**src/rtl/dma_rd_tag_scheduler.sv**
```systemverilog
// dma_rd_tag_scheduler
//   Turns host-to-card DMA read jobs into PCIe memory-read requests. Each job
//   is split into requests no larger than the max read request size that never
//   cross a 4 KB page. Every request takes the lowest free tag from a window of
//   C_WINDOW_SIZE tags. The per-tag busy flag and expected DW count are exported
//   to the completion logic. That logic releases tags through COMPLETED_TAGS.
//   JOB_DONE pulses once the last request has gone out and every tag is free.
//
// Ports
//   CLK, RST                 clock, asynchronous active-high reset
//   JOB_VALID/READY/ADDR/BYTES  job offer (address and length DW aligned)
//   REQ_VALID/READY/ADDR/DWORDS/TAG  read request to the RQ TLP builder
//   COMPLETED_TAGS           one-cycle per-tag release pulses
//   CURRENT_WINDOW_SIZE      runtime cap on outstanding tags (0 = full window)
//   BUSY_TAGS, SIZE_TAGS     per-tag outstanding flag / expected DW (11 b each)
//   WORD_COUNT               DW issued in the current job
//   JOB_DONE                 one-cycle end-of-job pulse
//   ERROR                    sticky: release pulse seen for a tag that was not busy
module dma_rd_tag_scheduler #(
    parameter int C_WINDOW_SIZE           = 16,
    parameter int C_LOG2_MAX_READ_REQUEST = 9
) (
    input  logic                        CLK,
    input  logic                        RST,
    input  logic                        JOB_VALID,
    output logic                        JOB_READY,
    input  logic [63:0]                 JOB_ADDR,
    input  logic [31:0]                 JOB_BYTES,
    output logic                        REQ_VALID,
    input  logic                        REQ_READY,
    output logic [63:0]                 REQ_ADDR,
    output logic [10:0]                 REQ_DWORDS,
    output logic [7:0]                  REQ_TAG,
    input  logic [C_WINDOW_SIZE-1:0]    COMPLETED_TAGS,
    input  logic [63:0]                 CURRENT_WINDOW_SIZE,
    output logic [C_WINDOW_SIZE-1:0]    BUSY_TAGS,
    output logic [C_WINDOW_SIZE*11-1:0] SIZE_TAGS,
    output logic [63:0]                 WORD_COUNT,
    output logic                        JOB_DONE,
    output logic                        ERROR
);

    localparam int          CW     = $clog2(C_WINDOW_SIZE + 1);
    localparam logic [10:0] MAX_DW = 11'(1 << (C_LOG2_MAX_READ_REQUEST - 2));

    typedef enum logic [2:0] {S_IDLE, S_ALLOC, S_ISSUE, S_DRAIN, S_DONE} state_t;

    state_t              state_reg, state_next;
    logic [63:0]         addr_reg;
    logic [29:0]         rem_reg;
    logic [63:0]         req_addr_reg;
    logic [10:0]         req_dwords_reg;
    logic [7:0]          req_tag_reg;
    logic [63:0]         word_count_reg;
    logic                error_reg;
    logic                busy_arr [C_WINDOW_SIZE];
    logic [10:0]         size_arr [C_WINDOW_SIZE];
    logic [C_WINDOW_SIZE-1:0] busy_vec;

    logic [CW-1:0]       w_eff;
    logic [CW-1:0]       busy_cnt;
    logic [7:0]          free_tag;
    logic                free_any;
    logic                alloc_ok;
    logic [12:0]         to_page;
    logic [10:0]         page_dw;
    logic [10:0]         rem_dw;
    logic [10:0]         chunk_dw;
    logic                job_fire;
    logic                req_fire;

    // Effective window: 0 or anything above the physical window means "all tags".
    always_comb begin
        w_eff = CW'(C_WINDOW_SIZE);
        if (CURRENT_WINDOW_SIZE != 64'd0 && CURRENT_WINDOW_SIZE <= 64'(C_WINDOW_SIZE))
            w_eff = CURRENT_WINDOW_SIZE[CW-1:0];
    end

    // Outstanding count and lowest free tag, both from the registered busy flags.
    always_comb begin
        busy_cnt = '0;
        free_tag = 8'd0;
        free_any = 1'b0;
        for (int i = C_WINDOW_SIZE - 1; i >= 0; i--) begin
            busy_cnt = busy_cnt + CW'(busy_vec[i]);
            if (!busy_vec[i]) begin
                free_tag = 8'(i);
                free_any = 1'b1;
            end
        end
    end

    assign alloc_ok = free_any && (busy_cnt < w_eff);

    // Request length: min(remaining, max read request, DW left in the 4 KB page).
    assign to_page  = 13'd4096 - {1'b0, addr_reg[11:0]};
    assign page_dw  = to_page[12:2];
    assign rem_dw   = (rem_reg > {19'd0, MAX_DW}) ? MAX_DW : rem_reg[10:0];
    assign chunk_dw = (rem_dw < page_dw) ? rem_dw : page_dw;

    assign job_fire = (state_reg == S_IDLE) && JOB_VALID;
    assign req_fire = (state_reg == S_ISSUE) && REQ_READY;

    // FSM: state register
    always_ff @(posedge CLK or posedge RST) begin
        if (RST) state_reg <= S_IDLE;
        else     state_reg <= state_next;
    end

    // FSM: next state
    always_comb begin
        state_next = state_reg;
        case (state_reg)
            S_IDLE:  if (JOB_VALID) state_next = (JOB_BYTES[31:2] == 30'd0) ? S_DONE : S_ALLOC;
            S_ALLOC: if (alloc_ok) state_next = S_ISSUE;
            S_ISSUE: if (REQ_READY)
                         state_next = (rem_reg == {19'd0, req_dwords_reg}) ? S_DRAIN : S_ALLOC;
            S_DRAIN: if (busy_vec == '0) state_next = S_DONE;
            S_DONE:  state_next = S_IDLE;
            default: state_next = S_IDLE;
        endcase
    end

    // FSM: state-decoded outputs
    always_comb begin
        JOB_READY = 1'b0;
        REQ_VALID = 1'b0;
        JOB_DONE  = 1'b0;
        case (state_reg)
            S_IDLE:  JOB_READY = 1'b1;
            S_ISSUE: REQ_VALID = 1'b1;
            S_DONE:  JOB_DONE  = 1'b1;
            default: ;
        endcase
    end

    // Job cursor, request registers and word counter
    always_ff @(posedge CLK or posedge RST) begin
        if (RST) begin
            addr_reg       <= '0;
            rem_reg        <= '0;
            req_addr_reg   <= '0;
            req_dwords_reg <= '0;
            req_tag_reg    <= '0;
            word_count_reg <= '0;
        end else begin
            if (job_fire) begin
                addr_reg       <= {JOB_ADDR[63:2], 2'b00};
                rem_reg        <= JOB_BYTES[31:2];
                word_count_reg <= '0;
            end
            if (state_reg == S_ALLOC && alloc_ok) begin
                req_addr_reg   <= addr_reg;
                req_dwords_reg <= chunk_dw;
                req_tag_reg    <= free_tag;
            end
            if (req_fire) begin
                addr_reg       <= addr_reg + {51'd0, req_dwords_reg, 2'b00};
                rem_reg        <= rem_reg - {19'd0, req_dwords_reg};
                word_count_reg <= word_count_reg + {53'd0, req_dwords_reg};
            end
        end
    end

    // Per-tag bookkeeping. A tag being allocated is never busy, so it cannot
    // also be released in the same cycle; the size is kept after release.
    genvar gi;
    generate
        for (gi = 0; gi < C_WINDOW_SIZE; gi++) begin : g_tag
            always_ff @(posedge CLK or posedge RST) begin
                if (RST) begin
                    busy_arr[gi] <= 1'b0;
                    size_arr[gi] <= '0;
                end else if (req_fire && req_tag_reg == 8'(gi)) begin
                    busy_arr[gi] <= 1'b1;
                    size_arr[gi] <= req_dwords_reg;
                end else if (COMPLETED_TAGS[gi]) begin
                    busy_arr[gi] <= 1'b0;
                end
            end
            assign busy_vec[gi]           = busy_arr[gi];
            assign SIZE_TAGS[11*gi +: 11] = size_arr[gi];
        end
    endgenerate

    // A release for a tag that is not outstanding is a protocol error.
    always_ff @(posedge CLK or posedge RST) begin
        if (RST)                                 error_reg <= 1'b0;
        else if (|(COMPLETED_TAGS & ~busy_vec))  error_reg <= 1'b1;
    end

    assign BUSY_TAGS  = busy_vec;
    assign REQ_ADDR   = req_addr_reg;
    assign REQ_DWORDS = req_dwords_reg;
    assign REQ_TAG    = req_tag_reg;
    assign WORD_COUNT = word_count_reg;
    assign ERROR      = error_reg;

endmodule

```
**config.mk**
```make
export PLATFORM = sky130hd
export DESIGN_NAME = dma_rd_tag_scheduler
export DESIGN_NICKNAME = d
export VERILOG_FILES = /design/src/rtl/dma_rd_tag_scheduler.sv
export SDC_FILE = /design/constraint.sdc
export NUM_CORES = 1
export LEC_CHECK = 0
export ABC_AREA = 1
export CORE_MARGIN = 1
export CORE_UTILIZATION = 40
export DETAILED_ROUTE_END_ITERATION = 8
export GPL_TIMING_DRIVEN = 0
export PLACE_DENSITY = 0.66
export SLEW_MARGIN = 5
export SYNTH_ARGS = -nofsm -noshare
export SYNTH_HDL_FRONTEND = slang
export SYNTH_SLANG_ARGS = --single-unit
```
**constraint.sdc**
```tcl
create_clock -name CLK -period 17.11 [get_ports CLK]
set_input_delay 1.711 -clock CLK [delete_from_list [all_inputs] [get_ports CLK]]
set_output_delay 1.711 -clock CLK [all_outputs]
set_load 0.02 [all_outputs]
```
# Word level (Yosys, flattened, before mapping)
# Index checks and enable logic that the tools add are counted.
# W data, S select, Z words.
dict set report word_totals {
  ff_bits 437
  output_inout_bits 343
}
dict set report classes {
  muxes 83
  n_lt_le_gt_ge 4
  n_addsub 19
  n_bitwise 2
  reduce_logical 45
  eq_ne 24
}
# cell count
set ops {}
lappend ops {{$mux W64} 4}
lappend ops {{$mux W8} 15}
lappend ops {{$add A64 B11 Y64} 1}
lappend ops {{$add A64 B13 Y64} 1}
lappend ops {{$eq A8 B4 Y1 const B} 8}
lappend ops {{$le A64 B5 Y1 const B} 1}
lappend ops {{$reduce_bool A64 Y1} 1}
lappend ops {{$mux W30} 2}
lappend ops {{$add A5 B1 Y5} 11}
lappend ops {{$mux W1} 51}
lappend ops {{$reduce_bool A2 Y1} 17}
lappend ops {{$eq A8 B3 Y1 const B} 4}
lappend ops {{$eq A30 B11 Y1} 1}
lappend ops {{$gt A30 B8 Y1 const B} 1}
lappend ops {{$logic_not A30 Y1} 1}
lappend ops {{$sub A30 B11 Y30} 1}
lappend ops {{$mux W11} 2}
lappend ops {{$logic_and A1 B1 Y1} 21}
lappend ops {{$and A16 B16 Y16} 1}
lappend ops {{$eq A8 B2 Y1 const B} 2}
lappend ops {{$logic_not A16 Y1} 1}
lappend ops {{$not A16 Y16} 1}
lappend ops {{$reduce_or A16 Y1} 1}
lappend ops {{$mux W3} 5}
lappend ops {{other kinds (19)} 23}

# Logic depth before layout (Yosys ltp)
# Gate-level depths: netlist of the first run.
dict set report logic_depth {
  word_depth 19
  mapped_depth 21
  ltp_nobuf 21
}

# Worst setup path before layout of the first run
# Ideal clock, no wire load.
dict set report synth_path {
  path_kind {register to register}
  from {reg busy_arr (netlist bit BUSY_TAGS[5])}
  to {reg req_addr_reg[11], in the netlist REQ_ADDR[11]}
  setup_slack_ns 12.325
  arrival_ns 4.666
  t_required_ns 16.990
  setup_ns 0.120
  stages_incl_launch_ff 20
  synth_period_minus_slack_ns 4.785
  path_cell_list {dfrtp_1 -> inv_1 -> fa_1 -> fa_1 -> fa_1 -> fa_1 -> inv_1 -> ha_1 -> inv_1 -> fa_1 -> o21ai_0 -> ha_1 -> a21oi_1 -> nand2_1 -> a31oi_1 -> nand4_4 -> buf_6 -> buf_6 -> nand2_1 -> o21ai_2}
}
dict set report synth_via {
  elab_chain_len 9
  elab_cells_between_ends 15
  cone_classes {add/sub (6); order compare (1); mux (6); reduce/logical (2)}
}
# item line
set synth_lines {}
lappend synth_lines {{start: declaration} 56} ;# logic busy_arr [C_WINDOW_SIZE];
lappend synth_lines {{start signal: indexed assignment} 172} ;# busy_arr[gi] <= 1'b0;
lappend synth_lines {{start signal: indexed assignment} 175} ;# busy_arr[gi] <= 1'b1;
lappend synth_lines {{start signal: indexed assignment} 178} ;# busy_arr[gi] <= 1'b0;
lappend synth_lines {{$add A5 B1 Y5 (6 in a row)} 85} ;# busy_cnt = busy_cnt + CW'(busy_vec[i]);
lappend synth_lines {{$lt A5 B5 Y1} 93} ;# assign alloc_ok = free_any && (busy_cnt < w_eff);
lappend synth_lines {{$logic_and A1 B1 Y1 *} 93}
lappend synth_lines {{$logic_and A1 B1 Y1 *} 152} ;# if (state_reg == S_ALLOC && alloc_ok) begin
lappend synth_lines {{end signal: assignment} 153} ;# req_addr_reg <= addr_reg;
lappend synth_lines {{end: declaration} 51} ;# logic [63:0] req_addr_reg;
# Mark *: on every way between the ends. The rest lies on a longest branch, timed or not.
# A chain may end at the register's enable or synchronous reset.

# Final worst setup path of the first run
dict set report layout_path {
  from {reg busy_arr (netlist bit BUSY_TAGS[9])}
  to {reg req_addr_reg[6], in the netlist REQ_ADDR[6]}
}
dict set report layout_via {
  elab_chain_len 13
  elab_cells_between_ends 23
  cone_classes {add/sub (10); order compare (1); mux (10); reduce/logical (2)}
}
# item line
set layout_lines {}
lappend layout_lines {{$add A5 B1 Y5 (10 in a row)} 85}
lappend layout_lines {{$lt A5 B5 Y1} 93}
lappend layout_lines {{$logic_and A1 B1 Y1 *} 93}
lappend layout_lines {{$logic_and A1 B1 Y1 *} 152}
# Marks and branches as above.

==> out/summary.txt, run 1 <==
Clk_lat worst skew - 0.62 ns
Total track usage - 0.319
FF+latch count, synth - 429
Top FF cell, synth - dfrtp_1
Resize count post-CTS - 0
Initial antenna violation count - 15
Fin crit share - 0.317
Length of routed met3 wiring - 8.76 mm
Max Root-Sink Buffers - 3
Register area - 10700 um2
Reg2reg setup slack - 11.69 ns
Crit. path cell count - 19
Cell Rows - 89
Largest net degree at the start of global routing - 123
Unique masters post-synth - 60
Starting Density - 0.405
Crit end category - flop
Grt total ovfl - 0
Post-synth EDFFs - 0
CTS Buf Count - 50
Wire length on met2 - 44.6 mm
Synth top area share - 0.449
TritonCTS clock tree - done
Area growth from synthesis to layout - 33.3%
Worst-Margin Slew - 1.13 ns
DR WL/cell - 21.7 um
Tmin final - 5.42 ns
# nets final - 3965
Die H - 247 um
Static leakage power - 14.0 nW
Detail Route Antenna Nets - 0
Final setup fails - 0
Most frequent cells in the layout - 851 x nand2_1, 512 x clkdlybuf4s50_1, 429 x dfrtp_1
Status - complete, no violations
Required time of the critical path - 17.58 ns
Cell Pwr Density - 146 nW/um2
Asr flop ratio synth - 1.00
Worst R2R End - REQ_ADDR[6]
Critical path destination - REQ_ADDR[6]
Fillers - 5690
RSZ-0062 raised after global routing - no
DRT iter0 DRCs - 2360
Core area - 59000 um2
Slowest-stage cell, CP - fa_1
Via density - 5.44
Final Util - 0.541
Peak supply drop - 0.0000768 V
Worst R2R Start - BUSY_TAGS[9]
Worst rel slew slack - 0.245
Root buffer cell - clkbuf_16
Top Metal Used - met5
Routed WL - 98.4 mm
Postcts setup bufs - 0
Startpoint Class - flop
Setup Skew - 0.0278 ns
R2r worst-path depth - 19
First-pass GRT wire length - 144 mm
Area of the multi-input gates - 11400 um2
DRC - 0
CP Max Fanout - 10
Die area - 60800 um2
Hold Path Class - reg2reg
Post-Synthesis Cell Area - 23900 um2
Clk sinks - 429
H-tree Lvls - 2
M1 WL - 41.1 mm
Final hold viol count - 0
Die width - 247 um
Post-synthesis sequential area ratio - 0.449
Vias - 24700
Maximum clock frequency - 0.185 GHz
Max-cap viol count - 0
CTS Hold Bufs - 0
Post-DP HPWL - 77.0 mm
Worst-path clk slew - 0.06 ns
Arr. time, crit path - 5.89 ns
Most common cell after layout, fill and taps aside - nand2_1
Ratio of cells with drive above 1 in the final layout - 0.0572
Area contributors post-synth - dfrtp_1 45%, nand2_1 13%, o21ai_0 6.1%, inv_1 5.1%, nand3_1 4.6%
Vias in the first global route - 22900
Crit path max-delay family - adder cells
Crit Path Class - reg2reg
Yosys Warn Count - 0
Cell count after synthesis - 3142
Slew Limit Fails - 0
Buf/Inv on CP - 5
Top Ports - 523
TNS Setup - 0 ns
Initial DRT Pass Iterations - 6
Synth area leader - dfrtp_1
RePlAce Congestion - 0.970
Syn avg cell area - 7.61 um2
Critical Path Start - BUSY_TAGS[9]
Max incr delay on CP - 0.53 ns
Port bufs - 512
Worst path cell trace - inv_1, fa_1, fa_1, fa_1, fa_1, inv_1, ha_1, inv_1, fa_1, o21ai_0, ha_1, a21oi_1, nand2_1, a31oi_1, nand4_4, buf_6, buf_6, nand2_1, o21ai_1
Max reg flops - 176
CP dominant cell by count - fa_1
-- logic make-up after synthesis --
kind of cell | after synthesis | synth area share
fa+ha+maj | 68 | 0.0396
other cells | 1 | 0.000157
simple gates | 1592 | 0.290
mux | 2 | 0.000837
xor+xnor | 29 | 0.0106
compound gates | 576 | 0.134
buf+inv | 445 | 0.0763
flops | 429 | 0.449
-- stage by stage --
stage / worst slack [ns] / area (um2) / hold WS, ns / total power, mW / instances
6_report: 11.69 / 31900 / 0.477 / 4.65 / 4542
5_1_grt: 11.52 / 31900 / 0.500 / 4.91 / 4537
4_1_cts: 11.72 / 31900 / 0.482 / 4.64 / 4530
3_5_place_dp: 11.67 / 30100 / 0.467 / 3.48 / 4438
3_3_place_gp: -2.33 / 30000 / 0.462 / 3.46 / 4435
2_1_floorplan: 3.45 / 24000 / 0.487 / 2.65 / 3150
-- where the power goes --
group | total [mW] | internal (mW) | switching [mW]
registers | 1.51 | 1.25 | 0.257
logic | 1.99 | 0.690 | 1.30
clock network | 1.15 | 0.680 | 0.470
total | 4.65 | 2.62 | 2.03
-- cells in the mapped netlist (4+ instances only) --
cell type and instances:
xnor2_1 4, clkbuf_1 51, o211ai_1 44, nor3_1 35
nor2_2 7, fa_1 13, buf_6 11, xor2_1 25
a21oi_1 75, ha_1 55, dfrtp_1 429, buf_4 8
inv_1 328, inv_2 5, nand3b_1 15, o21bai_1 8
o221ai_1 4, a31oi_1 4, nand3_2 7, o21ai_2 21
buf_2 32, buf_1 9, o21ai_0 293, or2_1 5
nand4_1 90, nor4_1 35, nand3_1 222, nor2_1 286
nand2_2 12, o21ai_1 96, o22ai_1 11, nand2_1 851
or2_2 9
-- worst min-delay path by stage --
| stage | depth (start not counted) | start | to |
|---|---|---|---|
| floorplan | 2 | rem_reg[15] | rem_reg[15] |
| global placement | 2 | REQ_ADDR[39] | REQ_ADDR[39] |
| detailed placement | 2 | REQ_ADDR[28] | REQ_ADDR[28] |
| CTS | 2 | REQ_ADDR[28] | REQ_ADDR[28] |
| global route | 2 | SIZE_TAGS[121] | SIZE_TAGS[121] |
| finish | 2 | REQ_ADDR[28] | REQ_ADDR[28] |
-- area by class of cell --
type | count | share of cell area
antenna | 12 | 0.000941
buffer | 111 | 0.0178
clock buffer | 70 | 0.0438
clock inverter | 22 | 0.0106
inverter | 334 | 0.0396
multi-input combinational | 2276 | 0.357
sequential | 429 | 0.337
tap | 773 | 0.0303
timing repair buffer | 515 | 0.163
-- worst min-delay path: stages, from the launching register on --
cell and delay (ns):
dfrtp_1 0.34, nand2_1 0.06, o21ai_2 0.05
-- metal layers --
layer  vias to the layer above  global-route usage
met4                         6               0.127
met1                     11800               0.419
met2                      1070               0.500
met5                         -                   0
met3                       190              0.0795
li1                      11600                   -
(Power assumes the default switching activity.)
==> inputs of run 2 (changes only) <==
Clock period 17.11 ns to 5.6 ns, I/O delays scaled along.
==> run 2 against run 1 <==
Via count is 0.93% lower. Non-clock buffer count is 9 higher. Hold slack worse by 0.016 ns. Die area stayed put. Sequential share of layout area is 0.21 points lower. Critical path depth stayed put. Global-route usage is 0.11 points higher. Register-to-register slack worse by 11 ns. Clock skew is 0.025 ns higher. Sequential power grew to 3.1 times the previous value. Fmax is 1.4% higher. Wire length hardly changed. Highest routed layer unchanged.
==> out/summary.txt, run 2 (synthesized netlist as in run 1, its figures left out) <==
Setup Skew - 0.0529 ns (was 0.0278 ns)
Sw Share - 0.432 (was 0.437)
Crit end category - flop (unchanged)
Clk_lat worst skew - 0.64 ns (was 0.62 ns)
Root buffer cell - clkbuf_16 (unchanged)
Cell Rows - 89 (unchanged)
H-tree Lvls - 2 (unchanged)
Fin area - 32100 um2 (was 31900 um2)
Die area - 60800 um2 (unchanged)
Slew Limit Fails - 0 (unchanged)
Postcts setup bufs - 0 (unchanged)
Reg power frac - 0.322 (was 0.324)
Post-DP HPWL - 77.5 mm (was 77.0 mm)
Worst-Margin Slew - 1.08 ns (was 1.13 ns)
DR WL/cell - 21.7 um (about the same)
Status - complete, no violations (unchanged)
Layout Cells excl Fill - 4539 (was 4542)
Max Root-Sink Buffers - 3 (unchanged)
Ratio of cells with drive above 1 in the final layout - 0.0601 (was 0.0572)
Cell Pwr Density - 446 nW/um2 (was 146 nW/um2)
Static leakage power - 14.0 nW (about the same)
Most common cell after layout, fill and taps aside - nand2_1 (unchanged)
Initial DRT Pass Iterations - 9 (was 6)
Top Ports - 523 (unchanged)
Die H - 247 um (unchanged)
Crit Path Class - reg2reg (unchanged)
Largest net degree at the start of global routing - 41 (was 123)
TritonCTS clock tree - done (unchanged)
Grt total ovfl - 0 (unchanged)
Most frequent cells in the layout - 851 x nand2_1, 512 x clkdlybuf4s50_1, 429 x dfrtp_1 (unchanged)
Dpl cells - 4447 (was 4438)
Detail Route Antenna Nets - 0 (unchanged)
NetSw - 6.18 mW (was 2.03 mW)
Worst path cell trace - inv_1, fa_1, fa_1, fa_1, fa_1, inv_1, ha_1, inv_1, fa_1, o21ai_0, ha_1, a21oi_1, nand2_1, a31oi_4, nand4_4, buf_6, buf_6, nand2_1, o21ai_1 (was inv_1, fa_1, fa_1, fa_1, fa_1, inv_1, ha_1, inv_1, fa_1, o21ai_0, ha_1, a21oi_1, nand2_1, a31oi_1, nand4_4, buf_6, buf_6, nand2_1, o21ai_1)
Via density - 5.39 (was 5.44)
Clk pwr share - 0.252 (was 0.247)
Placed instance area - 30300 um2 (was 30100 um2)
Total track usage - 0.320 (was 0.319)
Max incr delay on CP - 0.54 ns (was 0.53 ns)
Initial antenna violation count - 8 (was 15)
Startpoint Class - flop (unchanged)
Fillers - 5603 (was 5690)
First-pass GRT wire length - 146 mm (was 144 mm)
Worst-path clk slew - 0.07 ns (was 0.06 ns)
Max reg flops - 176 (unchanged)
RePlAce Congestion - 0.964 (was 0.970)
Tmin final - 5.34 ns (was 5.42 ns)
Worst rel slew slack - 0.279 (was 0.245)
Port bufs - 512 (unchanged)
RSZ-0062 raised after global routing - no (unchanged)
Fin Hold WS - 0.461 ns (was 0.477 ns)
CTS Buf Count - 48 (was 50)
# nets final - 3972 (was 3965)
Peak supply drop - 0.000364 V (was 0.0000768 V)
Final setup fails - 0 (unchanged)
DRC - 0 (unchanged)
CTS Hold Bufs - 0 (unchanged)
Clk sinks - 429 (unchanged)
CP Max Fanout - 10 (unchanged)
Vias in the first global route - 23200 (was 22900)
Core area - 59000 um2 (unchanged)
Final hold viol count - 0 (unchanged)
CP dominant cell by count - fa_1 (unchanged)
DRT iter0 DRCs - 2026 (was 2360)
Hold Path Class - in2async (was reg2reg)
Routed WL - 98.3 mm (was 98.4 mm)
Slowest-stage cell, CP - fa_1 (unchanged)
Comb power frac - 0.425 (was 0.429)
Starting Density - 0.405 (unchanged)
Required time of the critical path - 6.07 ns (was 17.58 ns)
Arr. time, crit path - 5.81 ns (was 5.89 ns)
P_int - 8.12 mW (was 2.62 mW)
Area growth from synthesis to layout - 34.2% (was 33.3%)
Maximum clock frequency - 0.187 GHz (was 0.185 GHz)
Vias - 24500 (was 24700)
Max-cap viol count - 0 (unchanged)
Die width - 247 um (unchanged)
Fin crit share - 0.953 (was 0.317)
[run 2: cell types whose count changed in the layout (fill, tap and decap cells not counted)]
cell,before,now
clkinvlp_4,2,4
inv_8,1,0
diode_2,12,5
bufinv_16,7,11
buf_16,3,0
clkbuf_1,64,58
a31oi_1,4,3
clkbuf_16,50,48
buf_12,0,12
clkinv_16,0,1
clkinv_4,2,0
inv_16,2,1
a31oi_4,0,1
[run 2: final cells by class]
cell class	count	area [um2]	area share
clock buffers	62	1320	0.0412
well taps	773	967	0.0301
flip-flops and latches	429	10700	0.334
inverters	334	1260	0.0393
repair buffers	524	5370	0.167
multi-input cells	2276	11400	0.355
plain buffers	111	569	0.0177
diodes	5	12.5	0.000390
clock inverters	25	459	0.0143
[run 2: stage by stage]
stage	setup WS [ns]	utilization	TNS [ns]	total power [mW]
5_1_grt	0.0194	0.544	0	15.1
2_1_floorplan	-0.751	-	-322.35	8.09
6_report	0.261	0.544	0	14.3
4_1_cts	0.0708	0.543	0	14.3
3_5_place_dp	0.170	0.513	0	10.7
3_3_place_gp	-3.96	0.509	-1678.41	10.6
[run 2: layer usage]
layer  wire length [um]  share of wire  global-route usage  vias to the layer above
met4               3560          0.036               0.113                        6
li1                   -              -                   -                    11600
met1              40900           0.42               0.424                    11700
met5                 44        0.00045                   0                        -
met2              45000           0.46               0.509                     1027
met3               8890          0.090              0.0733                      174
[run 2: power groups by stage]
stage	Clock [mW]	Combinational (mW)	Sequential, mW
6_report	3.61	6.08	4.61
5_1_grt	3.76	6.68	4.69
4_1_cts	3.64	6.06	4.59
3_5_place_dp	0	6.03	4.63
3_3_place_gp	0	5.95	4.63
2_1_floorplan	0	3.28	4.80
[run 2: worst paths after layout]
kind / startpoint / endpoint / slack, ns / cells past startpoint
worst max-delay path: BUSY_TAGS[9] / REQ_ADDR[9] / 0.26 / 19
worst min-delay path: RST / SIZE_TAGS[48] / 0.46 / 2
worst max register to register: BUSY_TAGS[9] / REQ_ADDR[9] / 0.26 / 19
worst min register to register: REQ_ADDR[11] / REQ_ADDR[11] / 0.48 / 2
max in group asynchronous: RST / SIZE_TAGS[172] / 3.75 / 6
min in group CLK: REQ_ADDR[11] / REQ_ADDR[11] / 0.48 / 2
[run 2: worst max-delay path, delay by kind of cell (launching register included)]
family / cells / cell delay [ns]
DFF: 1 / 0.43
and+or+nand+nor: 3 / 0.44
adders and majority gates: 7 / 2.77
buffers and inverters: 5 / 0.82
AOI/OAI and AO/OA: 4 / 0.68
[run 2: repair_timing]
item,in CTS,in global routing
endpoints found under the hold margin,0,0
gates resized for setup,0,2
endpoints found under the setup margin,0,72
